**src/rtl/instruction_memory.sv**
```systemverilog
// Loadable instruction store: a program is streamed in word by word, then served by registered single-cycle fetches.
// Optional feature: define IMEM_PARITY_EN to store and recheck one even-parity bit per word.
module instruction_memory #(
    parameter int WORD_SIZE  = 8,
    parameter int NUM_INS    = 16,
    parameter int INDEX_SIZE = 4
) (
    input  logic                  clk,
    input  logic                  rst,
    input  logic                  load_start,
    input  logic                  load_valid,
    input  logic [WORD_SIZE-1:0]  load_data,
    input  logic                  load_par_inv,
    output logic                  load_ready,
    output logic                  load_done,
    input  logic                  fetch_en,
    input  logic [INDEX_SIZE-1:0] prog_count,
    output logic [WORD_SIZE-1:0]  ins_val,
    output logic                  ins_valid,
    output logic                  busy,
    output logic                  parity_err
);

    // Handshake: a load word is taken on every rising edge where load_valid && load_ready;
    // load_ready depends only on the registered state, never on load_valid.

    typedef enum logic [1:0] {
        S_IDLE  = 2'd0,
        S_LOAD  = 2'd1,
        S_READY = 2'd2
    } state_t;

    localparam logic [INDEX_SIZE-1:0] LAST_IDX  = INDEX_SIZE'(NUM_INS - 1);
    localparam logic [INDEX_SIZE:0]   NUM_INS_W = (INDEX_SIZE + 1)'(NUM_INS);

    state_t                state_q;
    state_t                state_d;
    logic [INDEX_SIZE-1:0] ptr_q;
    logic [WORD_SIZE-1:0]  mem [NUM_INS];

    logic                  write_en;
    logic                  last_write;
    logic                  start_load;
    logic                  fetch_go;
    logic                  pc_in_range;
    logic [WORD_SIZE-1:0]  rd_word;
    logic                  rd_perr;

    assign load_ready  = (state_q == S_LOAD);
    assign busy        = (state_q != S_READY);
    assign write_en    = load_valid && load_ready && !rst;
    assign last_write  = write_en && (ptr_q == LAST_IDX);
    assign start_load  = load_start && (state_q != S_LOAD);
    // A load request in READY wins over a coincident fetch.
    assign fetch_go    = (state_q == S_READY) && fetch_en && !load_start;
    assign pc_in_range = ({1'b0, prog_count} < NUM_INS_W);
    assign rd_word     = pc_in_range ? mem[prog_count] : '0;

    always_comb begin
        state_d = state_q;
        case (state_q)
            S_IDLE:  if (load_start) state_d = S_LOAD;
            S_LOAD:  if (last_write) state_d = S_READY;
            S_READY: if (load_start) state_d = S_LOAD;
            default: state_d = S_IDLE;
        endcase
    end

    always_ff @(posedge clk) begin
        if (rst) begin
            state_q <= S_IDLE;
        end else begin
            state_q <= state_d;
        end
    end

    // Pointer parks on the last index instead of wrapping.
    always_ff @(posedge clk) begin
        if (rst) begin
            ptr_q     <= '0;
            load_done <= 1'b0;
        end else begin
            load_done <= last_write;
            if (start_load) begin
                ptr_q <= '0;
            end else if (write_en && !last_write) begin
                ptr_q <= ptr_q + 1'b1;
            end
        end
    end

    // Storage has no reset; the FSM returning to IDLE is what invalidates it.
    always_ff @(posedge clk) begin
        if (write_en) begin
            mem[ptr_q] <= load_data;
        end
    end

`ifdef IMEM_PARITY_EN
    logic par_mem [NUM_INS];

    always_ff @(posedge clk) begin
        if (write_en) begin
            par_mem[ptr_q] <= (^load_data) ^ load_par_inv;
        end
    end

    assign rd_perr = pc_in_range && ((^mem[prog_count]) != par_mem[prog_count]);
`else
    logic unused_par_inv;
    assign unused_par_inv = load_par_inv;
    assign rd_perr        = 1'b0;
`endif

    always_ff @(posedge clk) begin
        if (rst) begin
            ins_val    <= '0;
            ins_valid  <= 1'b0;
            parity_err <= 1'b0;
        end else if (fetch_go) begin
            ins_val    <= rd_word;
            ins_valid  <= 1'b1;
            parity_err <= rd_perr;
        end else begin
            ins_valid  <= 1'b0;
            parity_err <= 1'b0;
        end
    end

endmodule
```
**config.mk**
```make
export PLATFORM = sky130hd
export DESIGN_NAME = instruction_memory
export DESIGN_NICKNAME = d
export VERILOG_FILES = /design/src/rtl/instruction_memory.sv
export SDC_FILE = /design/constraint.sdc
export NUM_CORES = 1
export LEC_CHECK = 0
export BUFFER_PORTS_ARGS = -buffer_cell sky130_fd_sc_hd__buf_2
export CORE_ASPECT_RATIO = 0.8
export CORE_MARGIN = 10
export CORE_UTILIZATION = 60
export CTS_CLUSTER_DIAMETER = 120
export DETAILED_ROUTE_END_ITERATION = 8
export GPL_TIMING_DRIVEN = 0
export PLACE_DENSITY = 0.86
export SLEW_MARGIN = 20
export SYNTH_ARGS = -nofsm -noshare
export SYNTH_HDL_FRONTEND = slang
export SYNTH_SLANG_ARGS = --single-unit
```
**constraint.sdc**
```tcl
create_clock -name clk -period 5.5 [get_ports clk]
set_input_delay 1.1 -clock clk [delete_from_list [all_inputs] [get_ports clk]]
set_output_delay 1.1 -clock clk [all_outputs]
set_load 0.03 [all_outputs]
```
# Yosys cells after proc, flatten, opt, wreduce, memory -nomap -nowiden
# Memories as Yosys holds them, arrays and structs flattened. A register that Yosys moved wholly into a read port is not among the register bits.
# Cells that the tools add are included.
[word_totals]
register_bits = 8
ramBits = 128
in_bits = 18
output_inout_bits = 13
word_cells = 33
memories = 1
[classes]
add_sub_neg = 1
n_eq_ne = 7
n_mux = 6
n_reduce_logical = 14
[memory_table]
columns = ["memory", "depth", "width", "read_ports", "rd_clocked_by_memory_dff", "write_ports", "line_no", "source"]
rows = [
  ["mem", 16, 8, 1, 1, 1, "39", "logic [WORD_SIZE-1:0] mem [NUM_INS];"],
]
[ops]
columns = ["operator", "n"]
rows = [
  ["1-bit logical AND", 7],
  ["2-bit by 1-bit != test with 1-bit output (second input constant)", 3],
  ["4-bit by 1-bit adder with 4-bit output (second input constant)", 1],
  ["4-bit == test (second input constant)", 1],
  ["2-bit two-way mux", 2],
  ["2-bit case mux with 2 select lines", 1],
  ["2-bit OR reduction", 2],
  ["1-bit zero test", 3],
  ["1-bit two-way mux", 3],
  ["2-bit by 1-bit == test with 1-bit output (second input constant)", 1],
  ["2-bit == test (second input constant)", 1],
  ["2-bit zero test", 1],
  ["2-bit != test (second input constant)", 1],
  ["2-bit AND reduction", 1],
]

# Depth between registers and ports, before layout
[depth]
ltp_word = 6
ltp_mapped = 6
mapped_depth_nobuf = 5

# Least setup slack after synthesis
# OpenSTA, ideal clock, no wires.
[synth_timing]
path_type = "input to register"
from = "input load_valid"
to = "memory mem[3][0] (enable)"
setup_ns = 0.383
t_arrival_ns = 2.354
required_time_ns = 5.117
setup_slack_ns = 2.763
stages = 4
path_buffers = 1
cell_sequence = "nor4bb_1 -> clkbuf_1 -> nand2_1 -> nor3_1"
[synth_between]
elab_chain_len = 4
[synth_rtl]
columns = ["item", "line_no", "source"]
rows = [
  ["from (decl)", "11", "input logic load_valid,"],
  ["1-bit logical AND (2 in series)", "51", "assign write_en = load_valid && load_ready && !rst;"],
  ["1-bit two-way mux", "94", "if (write_en) begin"],
  ["1-bit two-way mux (implied by the code)", "95", "mem[ptr_q] <= load_data;"],
  ["to (decl)", "39", ""],
]
# Every way passes these cells.

# Worst setup path after layout
[layout_timing]
from = "input rst"
to = "memory mem[7][1] (enable)"
[layout_between]
elab_chain_len = 4
[layout_rtl]
columns = ["item", "line_no", "source"]
rows = [
  ["from (decl)", "9", "input logic rst,"],
  ["1-bit zero test", "51", ""],
  ["1-bit logical AND", "51", ""],
  ["1-bit two-way mux", "94", ""],
  ["1-bit two-way mux (implied by the code)", "95", ""],
]
# Every way passes these cells.

==> metrics.md <==
| Metric | Value |
|---|---|
| Status | finished clean |
| DRC errors left | 0 |
| Most frequent cells in the layout | edfxtp_1, buf_2, clkbuf_16 |
| Critical Path AT | 2.80 ns |
| Setup TNS | 0 ns |
| Hpwl dp | 7270 um |
| R2R cell count | 4 |
| Synth Instances | 281 |
| Initial antenna violation count | 0 |
| Crit path required time | 5.53 ns |
| XOR/XNOR share of the synthesized area | 0.309% |
| Fmax | 0.361 GHz |
| Reg-to-Reg Start | state_q[1] |
| Largest net degree at the start of global routing | 17 |
| Clk Latency, worst-skew pair | 0.42 ns |
| Synthesis warning total | 0 |
| Skew final | 0.0187 ns |
| Fin cells | 453 |
| Synth Area in Simple Gates | 3.64% |
| Die Ht | 107 um |
| Vias in the first global route | 3070 |
| Post-synth cell types | 34 |
| Hold Path Class | flop to flop |
| Reg-to-reg slack, setup | 3.19 ns |
| Power Density | 374 nW/um^2 |
| Netlist Area Pre-Place | 5670 um^2 |
| Ant. Diodes | 0 |
| Synth-to-Final Area Change | 16.0% |
| Routed len/inst | 25.2 um |
| Final WL | 11400 um |
| Mux cell area share after synthesis | 16.6% |
| Die Width | 129 um |
| Max-slew headroom | 34.4% |
| Port bufs | 25 |
| CP max FO | 9 |
| Register area share after synthesis | 73.4% |
| Register area | 4160 um^2 |
| Slowest cell on crit path | nor2_1 |
| Starting Density | 62.0% |
| RSZ-0062 raised after global routing | false |
| Worst Tran Pin Value | 0.980 ns |
| Number of routed nets with antenna violations | 0 |
| Tcrit/Tclk final | 50.4% |
| Worst r2r dst | mem[7][1] |
| Starting DRT DRC Count | 315 |
| Die area | 13800 um^2 |
| CTS root buffer | clkbuf_16 |
| Syn nets | 303 |
| # rows | 31 |
| Setup violators final | 0 |
| Peak supply drop | 277 uV |
| NumNets Final | 347 |
| Setup CP Type | input port to flop |
| Io pins | 31 |
| # clock sinks | 144 |
| Fillers | 533 |
| Largest family of logic cells by synthesized area | multiplexers |
| Placed insts | 421 |
| Avg Vias per Cell | 6.18 |
| Post-placement cell area | 5960 um^2 |
| GRT Resource Usage Total | 18.0% |
| Worst Setup EP | mem[7][1] |
| CP cell instances | buf_2 > nor4bb_1 > clkbuf_1 > nand2_1 > nor2_1 |
| Fin util | 71.9% |
| Startpoint types | input port |
| Leakage | 2.30 nW |
| Number of post-CTS setup repair buffers | 0 |
| Total congestion overflow | 0 |
| H-tree Lvls | 4 |
| Seq cells post-synth | 144 |
| First-pass GRT wire length | 17700 um |
| CTS tree | done |
| Clk buf depth | 2 |
| Slowest Stage Delay on Critical Path | 0.80 ns |
| Post_cts resized | 0 |
| Reg clk slew, reported paths | 0.06 ns |
| Area of the multi-input gates | 1390 um^2 |
| DRT Pass-1 Iters | 4 |
| Layout cell share with drive strength beyond 1 | 26.3% |
| Placer congestion estimate | 0.757 |
| Crit path from | rst |
| Post-synthesis adder-cell area fraction | 0.882% |
| Setup crit end kind | flop |
| Fin. Hold Viols | 0 |
| Final max-slew violation count | 0 |
| CTS Hold Bufs | 0 |
| Core footprint | 9150 um^2 |
| Final instance area | 6580 um^2 |
| Synth Area in Compound Gates | 2.67% |
| TritonCTS buffer count | 17 |
| Vias | 2798 |
| Most common cell after layout, fill and taps aside | edfxtp_1 |
| Total design power | 2.46 mW |
| Crit path time final | 2.77 ns |
| Syn Area/Cell | 20.2 um^2 |
| Max cap viols | 0 |
## routing by layer
metal  part of all wire (%)  vias up  GRT usage (%)
met5                      0        -              0
met3                    9.2       13           6.60
met2                     50      133           28.5
li1                       -     1239              -
met4                    1.3        0           6.48
met1                     40     1413           22.5
## where the power goes
part	leakage (nW)	internal, mW	switching, mW
Combinational	0.724	0.0398	0.0508
Sequential	1.28	1.19	0.00107
Clock	0.296	0.755	0.426
Total	2.30	1.99	0.477
## through the flow
stage               worst slack [ns]  hold slack [ns]
CTS                             2.70            0.482
global placement                2.06            0.454
finish                          2.73            0.474
detailed placement              2.28            0.468
global route                    2.55            0.523
floorplan                       2.76            0.477
## cell usage after synthesis
cell	instances	area, um^2
nand2_1	9	33.8
nor3b_2	1	12.5
o21ai_1	8	40.0
inv_1	4	15.0
a21o_1	1	7.51
conb_1	1	3.75
o21bai_1	1	7.51
a21oi_1	3	15.0
dfxtp_1	16	320
clkbuf_8	2	27.5
nor3_1	5	25.0
ha_1	4	50.1
buf_6	4	45.0
nor4bb_1	1	10.0
nor2_1	16	60.1
and2_1	1	6.26
nand3b_2	1	11.3
edfxtp_1	128	3840
o21ai_0	1	5.00
mux2i_1	16	160
and2b_2	1	8.76
xnor2_1	1	8.76
and3_1	1	6.26
buf_12	1	20.0
clkbuf_1	3	11.3
a31oi_1	1	6.26
nand3_1	4	20.0
mux4_1	16	420
buf_2	1	5.00
buf_4	2	15.0
mux4_2	16	360
xor2_1	1	8.76
nand2b_1	2	12.5
a2bb2oi_1	8	70.1
## sequential cells by signal, summed over array words and instances (netlist names)
register	flops
ins_val	8
state_q	2
mem	128
load_done	1
ptr_q	4
ins_valid	1
## kinds of logic (layout without fill, tap and decap cells)
logic type,Yosys count,in the layout
flops,144,144
mux,48,48
simple gates,42,42
compound gates,23,23
buf+inv,17,74
fa+ha+maj,4,4
xor+xnor,2,2
other cells,1,1
## layout make-up
class                   count  area share, %
clock buffers              17           6.47
flip-flops and latches    144           63.3
well taps                 115           2.19
repair buffers             25           1.90
plain buffers              13           1.88
inverters                   4          0.228
clock inverters            15           2.93
multi-input cells         120           21.1
## critical path: cells and delay by family
kind | cells | cell delay (ns)
buf+inv | 2 | 0.41
simple gates | 3 | 1.28
## how the worst min path moves through the flow
stage | depth (start not counted) | to | start
after floorplan | 2 | ptr_q[1] | ptr_q[1]
after global placement | 2 | ins_val[1] | ins_val[1]
after detailed placement | 2 | ins_val[3] | ins_val[3]
after CTS | 2 | ins_val[3] | ins_val[3]
after global routing | 2 | ins_val[7] | ins_val[7]
final | 2 | ins_val[2] | ins_val[2]
Power figures use the tool's default switching activity.
